**src/rtl/led_pattern_scheduler.sv**
```systemverilog
// Fixed-priority owner of the 4-bit LED bank, stepping on a self-generated tick; walking-one when idle.
// Optional blinking of the owner pattern: define LED_PATTERN_SCHEDULER_BLINK_EN.
module led_pattern_scheduler #(
  parameter int CLK_HZ         = 50_000_000,
  parameter int STEP_HZ        = 2,
  parameter int MIN_HOLD_STEPS = 4
) (
  input  logic        clk,
  input  logic        rst,
  input  logic [2:0]  req,
  input  logic [11:0] req_pat,
  output logic [2:0]  gnt,
  output logic [3:0]  led,
  output logic        step_tick
);

  localparam int DIV = CLK_HZ / STEP_HZ;
  localparam int PW  = (DIV > 1) ? $clog2(DIV) : 1;
  localparam int HW  = (MIN_HOLD_STEPS > 1) ? $clog2(MIN_HOLD_STEPS) : 1;
  localparam logic [PW-1:0] CNT_MAX  = PW'(DIV - 1);
  localparam logic [HW-1:0] HOLD_MAX = HW'(MIN_HOLD_STEPS - 1);

  typedef enum logic {IDLE, OWN} state_t;

  state_t          state_q, state_d;
  logic [PW-1:0]   cnt_q, cnt_d;
  logic            tick_q, tick_d;
  logic [2:0]      gnt_q, gnt_d;
  logic [3:0]      led_q, led_d;
  logic [3:0]      latch_q, latch_d;
  logic [1:0]      walk_q, walk_d;
  logic [HW-1:0]   hold_q, hold_d;
`ifdef LED_PATTERN_SCHEDULER_BLINK_EN
  logic            phase_q, phase_d;
`endif

  logic [1:0] win_idx, own_idx;
  logic [2:0] win_oh;
  logic [3:0] win_pat, own_pat;
  logic       req_any, own_req, higher_req, hold_met, go_idle, regrant;

  always_comb begin
    cnt_d  = (cnt_q == CNT_MAX) ? '0 : cnt_q + 1'b1;
    tick_d = (cnt_q == CNT_MAX);
  end

  // Lowest-indexed request wins; the owner index is recovered from the one-hot grant.
  always_comb begin
    win_idx = req[0] ? 2'd0 : (req[1] ? 2'd1 : 2'd2);
    own_idx = gnt_q[1] ? 2'd1 : (gnt_q[2] ? 2'd2 : 2'd0);
  end

  assign win_oh     = 3'b001 << win_idx;
  assign win_pat    = req_pat[win_idx*4 +: 4];
  assign own_pat    = req_pat[own_idx*4 +: 4];
  assign req_any    = |req;
  assign own_req    = |(req & gnt_q);
  assign higher_req = |(req & (gnt_q - 3'd1));
  assign hold_met   = (hold_q >= HOLD_MAX);
  assign go_idle    = hold_met && !req_any;
  assign regrant    = hold_met && req_any && (!own_req || higher_req);

  always_ff @(posedge clk or posedge rst) begin
    if (rst) state_q <= IDLE;
    else     state_q <= state_d;
  end

  always_comb begin
    state_d = state_q;
    if (tick_q) begin
      case (state_q)
        IDLE:    if (req_any) state_d = OWN;
        OWN:     if (go_idle) state_d = IDLE;
        default: state_d = IDLE;
      endcase
    end
  end

  always_comb begin
    gnt_d   = gnt_q;
    led_d   = led_q;
    latch_d = latch_q;
    walk_d  = walk_q;
    hold_d  = hold_q;
`ifdef LED_PATTERN_SCHEDULER_BLINK_EN
    phase_d = phase_q;
`endif
    if (tick_q) begin
      if (state_q == IDLE && !req_any) begin
        led_d  = 4'b0001 << walk_q;
        walk_d = walk_q + 2'd1;
      end else if ((state_q == IDLE) || regrant) begin
        gnt_d   = win_oh;
        latch_d = win_pat;
        led_d   = win_pat;
        hold_d  = '0;
`ifdef LED_PATTERN_SCHEDULER_BLINK_EN
        phase_d = 1'b1;
`endif
      end else if (go_idle) begin
        gnt_d  = 3'b000;
        walk_d = 2'd1;
        led_d  = 4'b0001;
      end else begin
        // Staying owner: pattern tracks the live request, frozen once it is dropped.
        if (!hold_met) hold_d = hold_q + 1'b1;
        if (own_req)   latch_d = own_pat;
`ifdef LED_PATTERN_SCHEDULER_BLINK_EN
        phase_d = ~phase_q;
        led_d   = phase_d ? latch_d : 4'b0000;
`else
        led_d   = latch_d;
`endif
      end
    end
  end

  always_ff @(posedge clk or posedge rst) begin
    if (rst) begin
      cnt_q   <= '0;
      tick_q  <= 1'b0;
      gnt_q   <= 3'b000;
      led_q   <= 4'b0000;
      latch_q <= 4'b0000;
      walk_q  <= 2'd0;
      hold_q  <= '0;
`ifdef LED_PATTERN_SCHEDULER_BLINK_EN
      phase_q <= 1'b1;
`endif
    end else begin
      cnt_q   <= cnt_d;
      tick_q  <= tick_d;
      gnt_q   <= gnt_d;
      led_q   <= led_d;
      latch_q <= latch_d;
      walk_q  <= walk_d;
      hold_q  <= hold_d;
`ifdef LED_PATTERN_SCHEDULER_BLINK_EN
      phase_q <= phase_d;
`endif
    end
  end

  assign gnt       = gnt_q;
  assign led       = led_q;
  assign step_tick = tick_q;

endmodule

```
**config.mk**
```make
export PLATFORM = sky130hd
export DESIGN_NAME = led_pattern_scheduler
export DESIGN_NICKNAME = d
export VERILOG_FILES = /design/src/rtl/led_pattern_scheduler.sv
export SDC_FILE = /design/constraint.sdc
export NUM_CORES = 1
export LEC_CHECK = 0
export BUFFER_PORTS_ARGS = -buffer_cell sky130_fd_sc_hd__buf_2
export CAP_MARGIN = 20
export CORE_ASPECT_RATIO = 0.7
export CORE_MARGIN = 8
export CORE_UTILIZATION = 40
export DETAILED_ROUTE_END_ITERATION = 7
export PLACE_DENSITY_LB_ADDON = 0.12
export SYNTH_ARGS = -nofsm -noshare
export SYNTH_HDL_FRONTEND = slang
export SYNTH_SLANG_ARGS = --single-unit
```
**constraint.sdc**
```tcl
create_clock -name clk -period 4.55 [get_ports clk]
set_input_delay 0.455 -clock clk [delete_from_list [all_inputs] [get_ports clk]]
set_output_delay 0.455 -clock clk [all_outputs]
set_load 0.01 [all_outputs]
```
==> metrics.log, run 1 <==
[metrics] unrepaired setup endpoints after global routing: no
[metrics] pin count of the biggest net entering global routing: 43
[metrics] effective utilization at floorplan: 41.5%
[metrics] Resized Gates After CTS: 0
[metrics] fraction of final layout cells with drive strength greater than 1: 18.4%
[metrics] run status: finished, final reports clean
[metrics] Core Box Area: 0.00573 mm2
[metrics] final HPWL from detailed placement: 3700 um
[metrics] fraction of registers with async set or reset after synthesis: 100%
[metrics] max-capacitance violation count: 0
[metrics] via total after detailed routing: 1742
[metrics] number of synthesized flops with an enable pin: 0
[metrics] cell accounting for the most synthesized area: dfrtp_1
[metrics] number of antenna violations at the first check in global routing: 0
[metrics] sequential share of the synthesized area: 44.3%
[metrics] remaining antenna violation count: 0
[metrics] Die Footprint: 0.00870 mm2
[metrics] CTS Buf Count: 5
[metrics] cell with the largest stage delay on the worst path: dfrtp_1
[metrics] critical-path maximum fanout: 11
[metrics] Critical Path Max Stage Delay: 0.52 ns
[metrics] critical path data required time: 4.72 ns
[metrics] Num Clock Sinks: 42
[metrics] power share of the combinational group: 6.3%
[metrics] Worst Setup End Kind: flop
[metrics] warnings from Yosys: 0
[metrics] Core Util, Final: 46.3%
[metrics] mapped cell area: 0.00237 mm2
[metrics] sequential share of power: 56.4%
[metrics] endpoint arrival time on the critical path: 2.40 ns
[metrics] portion of synthesized cell area occupied by the leading cell type: 44.3%
[metrics] leakage: 0.00121 uW
[metrics] setup TNS after final layout: 0 ns
[metrics] Syn Nets: 264
[metrics] GRT Residual Overflow: 0
[metrics] Routed wire per std cell: 14.6 um
[metrics] count of nets after finishing: 289
[metrics] post-synthesis area per instance: 9.89 um2
[metrics] max-slew violation count: 0
[metrics] CTS H-Tree Depth: 2
[metrics] remaining max-slew budget at the tightest pin: 58.5%
[metrics] synthesized instance count: 240
[metrics] clock-pin slew of the registers on the worst-case setup and hold paths: 0.08 ns
[metrics] final hold violations: 0
[metrics] dpl ws: 2.34 ns
[metrics] Worst Setup Path Type: reg2reg
[metrics] number of port buffers: 24
[metrics] leading post-synthesis cells by instance count: 42 x dfrtp_1, 23 x nor2_1, 21 x nand2_1
[metrics] Max Clk Rate: 450 MHz
[metrics] wire length of the first global-routing pass: 8430 um
[metrics] global placement routability congestion: 0.863
[metrics] die width: 108 um
[metrics] Remaining DRCs: 0
[metrics] Detailed Route WL: 4990 um
[metrics] clock tree root buffer cell: clkbuf_8
[metrics] most common flop cell mapped by yosys: dfrtp_1
[metrics] clock network fraction of total power: 37.3%
[metrics] total power density per cell area: 251 mW/mm2
[metrics] top-count cell post-synth: dfrtp_1
[metrics] number of top-level design ports: 25
[metrics] Setup Viol. Count Final: 0
[metrics] first-pass iteration count of the detailed router: 8
[metrics] area growth from synthesis to layout: 11.6%
[metrics] actual slew at the worst max-slew pin: 0.620 ns
[metrics] cell-by-cell listing of the critical path: inv_1 > ha_1 > xor2_1 > a2111oi_4 > a21o_4 > nor3_1 > a221o_1
[metrics] worst-case register-to-register setup slack: 2.33 ns
[metrics] net switching share of the total power: 22.8%
[metrics] switching power summed over all nets: 152 uW
[metrics] clock tree buffer depth: 2
[metrics] Filler cells: 534
[metrics] final period demand of the worst path: 2.22 ns
[metrics] number of hold buffers added after CTS: 0
[metrics] standard-cell rows: 23
[metrics] worst skew pair latency: 0.29 ns
[metrics] maximum vdd ir drop: 0.124 mV
[metrics] Post CTS Setup Buffer Count: 0
[metrics] Worst Hold Class: in2async
[metrics] Setup Skew: 0.00990 ns
[metrics] post-DR vias/cell: 5.11
[metrics] final clock period utilization by the worst path: 48.9%
[metrics] cell internal power dissipation: 514 uW
[metrics] TritonCTS clock tree: built
[metrics] via count of the first global-routing pass: 1677
[metrics] Antenna Cells: 0
[metrics] Distinct cells, synth: 48
[metrics] number of design-rule violations left by the first detailed-router iteration: 97
[metrics] Worst Setup Start Kind: flop
[metrics] most area-consuming cells after synthesis: dfrtp_1 44%, xor2_1 5.2%, mux2i_1 3.8%
[metrics] Die Ht: 80.5 um
[metrics] Synth Register Bits: 42
[metrics] Setup WS post-layout: 2.33 ns
[metrics] GRT Overall Usage: 12.4%
final cells by class:
class                           count  area, um2  area share [%]
Multi-Input combinational cell    177       1230            46.4
Sequential cell                    42       1050            39.6
Clock inverter                      1       5.00           0.189
Tap cell                           75       93.8            3.54
Timing Repair Buffer               26        135            5.10
Clock buffer                        7       86.3            3.26
Inverter                           13       48.8            1.84
sequential cells by signal, indices dropped and copies added (netlist names):
| signal | flops |
|---|---|
| cnt_q | 25 |
| latch_q | 4 |
| led | 4 |
| gnt | 3 |
| hold_q | 2 |
| walk_q | 2 |
| state_q | 1 |
| step_tick | 1 |
path summary, 6_finish.rpt:
| path | startpoint | end | depth (start not counted) |
|---|---|---|---|
| setup / recovery | gnt[1] | led[0] | 7 |
| hold / removal | rst | latch_q[0] | 3 |
| setup reg to reg | gnt[1] | led[0] | 7 |
| hold reg to reg | cnt_q[20] | cnt_q[20] | 1 |
| max in group asynchronous | rst | latch_q[3] | 3 |
| min in group clk | cnt_q[20] | cnt_q[20] | 1 |
layout by cell type, fill, tap and decap left out, types with 3 or more instances in the layout:
cell      Yosys  final
a21oi_1       3      3
a22o_1        3      3
a31oi_1       6      6
and3_1        3      3
and4_1        3      3
buf_2         2     24
clkbuf_8      0      6
dfrtp_1      42     42
ha_1          7      7
inv_1        12     11
mux2i_1       9      9
nand2_1      21     21
nand2b_4      3      3
nand3_1      15     15
nand4_1       7      7
nor2_1       23     23
nor2b_1       5      5
o21ai_0      12     12
o21ai_1       4      4
o22ai_1       3      3
xnor2_1       7      7
xor2_1       14     14
power groups by stage:
stage | registers, uW | clock network [uW] | logic, uW
floorplan | 382 | 0 | 27.9
global placement | 383 | 0 | 43.1
detailed placement | 383 | 0 | 42.7
CTS | 375 | 260 | 42.8
global route | 375 | 274 | 47.2
finish | 375 | 248 | 41.8
per-layer routing:
metal / vias to the layer above / part of all wire, % / wire [um] / global-route usage (%)
met4: 0 / 0.98 / 49 / 4.14
met1: 808 / 56 / 2790 / 18.4
met5: - / 0 / 0 / 0
met3: 5 / 3.9 / 194 / 3.12
li1: 900 / - / - / -
met2: 29 / 39 / 1950 / 16.6
per-stage QoR:
step	hold slack [ns]	cell area [um2]	std cells	power (uW)
finish	0.280	2650	341	665
global route	0.322	2650	341	697
floorplan	0.449	2370	240	410
detailed placement	0.481	2560	333	425
CTS	0.295	2650	341	678
global placement	0.484	2560	333	426
cells by family (layout without fill, tap and decap cells):
group | count (synthesis) | after routing | synth area share, %
adder cells (fa/ha/maj) | 7 | 7 | 3.69
XOR/XNOR | 21 | 21 | 7.75
multiplexers | 11 | 11 | 4.74
buffers and inverters | 21 | 47 | 3.90
AND/OR/NAND/NOR | 94 | 94 | 22.3
AO/OA/AOI/OAI | 44 | 44 | 13.4
flip-flops | 42 | 42 | 44.3
critical path: cells and delay by family (launching register included):
family,cells,cell delay (ns)
fa+ha+maj,1,0.20
buf+inv,1,0.12
simple gates,1,0.07
compound gates,3,1.02
xor+xnor,1,0.17
flops,1,0.52
Power figures use the tool's default switching activity.
==> run 2, diff against run 1 <==
- ABC_AREA: default -> 1
- clock period: 4.55 -> 1.79 ns (I/O delays scaled with it)
==> metrics.log, run 2 <==
[metrics] Routed wire per std cell: 13.9 um
[metrics] first-pass iteration count of the detailed router: 4
[metrics] critical-path maximum fanout: 9
[metrics] number of port buffers: 24
[metrics] GRT Overall Usage: 14.9%
[metrics] run status: finished, final reports clean
[metrics] area growth from synthesis to layout: 15.7%
[metrics] final clock period utilization by the worst path: 92.5%
[metrics] final hold violations: 0
[metrics] clock tree root buffer cell: clkbuf_8
[metrics] Syn Nets: 395
[metrics] wire length on met1: 3970 um
[metrics] Core Box Area: 0.00663 mm2
[metrics] area taken by multi-input logic gates: 0.00143 mm2
[metrics] Setup Skew: 0.0106 ns
[metrics] detailed-routed wire length on met2: 2400 um
[metrics] most common library cell in the layout ignoring fill and taps: nand2_1
[metrics] clock tree buffer depth: 2
[metrics] final HPWL from detailed placement: 5620 um
[metrics] Synth Register Bits: 42
[metrics] flip-flop count of the largest register after layout: 25
[metrics] global placement routability congestion: 0.928
[metrics] remaining max-slew budget at the tightest pin: 54.5%
[metrics] fraction of registers with async set or reset after synthesis: 100%
[metrics] sequential share of the synthesized area: 38.9%
[metrics] TritonCTS clock tree: built
[metrics] Setup Viol. Count Final: 0
[metrics] die width: 114 um
[metrics] portion of synthesized cell area occupied by the leading cell type: 38.9%
[metrics] worst skew pair latency: 0.29 ns
[metrics] count of nets after finishing: 435
[metrics] Worst Hold Class: in2reg
[metrics] top layer reached by signal wires: met4
[metrics] clock-pin slew of the registers on the worst-case setup and hold paths: 0.09 ns
[metrics] post-synthesis area per instance: 7.28 um2
[metrics] Worst Setup End Kind: flop
[metrics] commonest non-fill, non-tap cells in the layout: 101 x nand2_1, 54 x inv_1, 42 x dfrtp_1
[metrics] via count of the first global-routing pass: 2222
[metrics] CTS Buf Count: 5
[metrics] number of antenna violations at the first check in global routing: 0
[metrics] top-count cell post-synth: nand2_1
[metrics] Worst Setup Start Kind: flop
[metrics] Filler cells: 694
[metrics] maximum vdd ir drop: 0.244 mV
[metrics] endpoint arrival time on the critical path: 1.85 ns
[metrics] Setup WS post-layout: 0.134 ns
[metrics] wire length of the first global-routing pass: 11300 um
[metrics] remaining antenna violation count: 0
[metrics] warnings from Yosys: 0
[metrics] Distinct cells, synth: 32
[metrics] standard-cell rows: 25
[metrics] dpl ws: 0.150 ns
[metrics] effective utilization at floorplan: 40.8%
[metrics] top register by number of flip-flops: cnt_q
[metrics] Worst Setup Path Type: reg2reg
[metrics] number of top-level design ports: 25
[metrics] Detailed Route WL: 7050 um
[metrics] metal3 WL: 645 um
[metrics] fraction of final layout cells with drive strength greater than 1: 16.0%
[metrics] post-placement cell area: 0.00302 mm2
[metrics] Layout Cell Area excl Fill: 0.00313 mm2
[metrics] Die Footprint: 0.00968 mm2
[metrics] most common flop cell mapped by yosys: dfrtp_1
[metrics] register area: 0.00105 mm2
[metrics] max-capacitance violation count: 0
[metrics] GRT Residual Overflow: 0
[metrics] number of design-rule violations left by the first detailed-router iteration: 180
[metrics] number of synthesized flops with an enable pin: 0
[metrics] final period demand of the worst path: 1.66 ns
[metrics] leakage: 0.00162 uW
[metrics] max-slew violation count: 0
[metrics] post-DR vias/cell: 4.88
[metrics] Max Clk Rate: 604 MHz
[metrics] Num Clock Sinks: 42
[metrics] via total after detailed routing: 2468
[metrics] Antenna Cells: 0
[metrics] Die Ht: 84.8 um
[metrics] Remaining DRCs: 0
[metrics] total power density per cell area: 536 mW/mm2
[metrics] most area-consuming cells after synthesis: dfrtp_1 39%, nand2_1 14%, inv_1 7.6%
[metrics] actual slew at the worst max-slew pin: 0.679 ns
[metrics] synthesized instance count: 371
[metrics] Core Util, Final: 47.2%
[metrics] leading post-synthesis cells by instance count: 102 x nand2_1, 55 x inv_1, 42 x dfrtp_1
[metrics] critical path data required time: 1.98 ns
[metrics] CTS H-Tree Depth: 2
[metrics] cell accounting for the most synthesized area: dfrtp_1
[metrics] pin count of the biggest net entering global routing: 27
[metrics] mapped cell area: 0.00270 mm2
==> run 2: cell types whose count changed after synthesis, sizes merged, moves of 9 or more <==
cell / delta
nand3: +14
nor2: +22
nor3: +9
nand4: +10
nand2: +86
mux2i: -9
inv: +44
==> run 2: final cells by class <==
type,count,area share (%)
tap,94,3.76
inverter,57,6.84
clock inverter,2,0.440
clock buffer,6,2.32
timing repair buffer,36,7.20
sequential,42,33.6
multi-input combinational,269,45.8
==> run 2: power breakdown <==
part / internal, uW / switching [uW] / total [uW]
registers: 950 / 3.16 / 954
clock network: 276 / 339 / 615
logic: 38.2 / 69.7 / 108
total: 1260 / 412 / 1680
==> run 2: logic make-up (layout without fill, tap and decap cells) <==
group	after synthesis	count (layout)	synth area share (%)
XOR/XNOR	18	18	5.83
AND/OR/NAND/NOR	217	217	37.7
AO/OA/AOI/OAI	27	27	5.79
buffers and inverters	60	101	8.57
adder cells (fa/ha/maj)	7	7	3.24
flip-flops	42	42	38.9
==> run 2: what timing repair did <==
action                                  in CTS  in global routing
endpoints found under the setup margin       0                 12
gates resized for setup                      0                  3
hold buffers                                 1                  0
buffers inserted                             0                  0
endpoints found under the hold margin       16                  0
==> run 2: final timing paths <==
path | startpoint | endpoint | slack [ns] | cells past startpoint
hold / removal | req[0] | gnt[0] | 0.31 | 3
setup / recovery | gnt[0] | led[2] | 0.13 | 13
hold reg to reg | led[1] | led[1] | 0.48 | 2
setup reg to reg | gnt[0] | led[2] | 0.13 | 13
min in group asynchronous | rst | cnt_q[7] | 0.43 | 3
max in group asynchronous | rst | cnt_q[6] | 0.84 | 4
==> run 2: worst max-delay path: stages (launching register included) <==
cell and delay [ns]:
dfrtp_1 0.38, inv_1 0.07, ha_1 0.27, inv_1 0.03, nand2_1 0.04, nand2_1 0.04
inv_1 0.06, nand3_2 0.09, nand2_2 0.12, nand2_4 0.10, nand2_1 0.13, nand3_1 0.10
nand2_1 0.07, nand2_1 0.05
==> run 2: through the flow <==
stage | hold WS (ns) | power (uW) | cells | setup TNS, ns
floorplan | 0.382 | 1030 | 371 | 0
global placement | 0.216 | 1080 | 497 | 0
detailed placement | 0.228 | 1080 | 497 | 0
CTS | 0.299 | 1710 | 506 | 0
global route | 0.326 | 1760 | 506 | -0.0156
finish | 0.314 | 1680 | 506 | 0
==> run 2: routing by layer <==
layer  vias up  global-route usage (%)
met3         4                    5.16
li1       1264                       -
met2        75                    16.9
met4         0                    3.61
met1      1125                    24.3
met5         -                       0
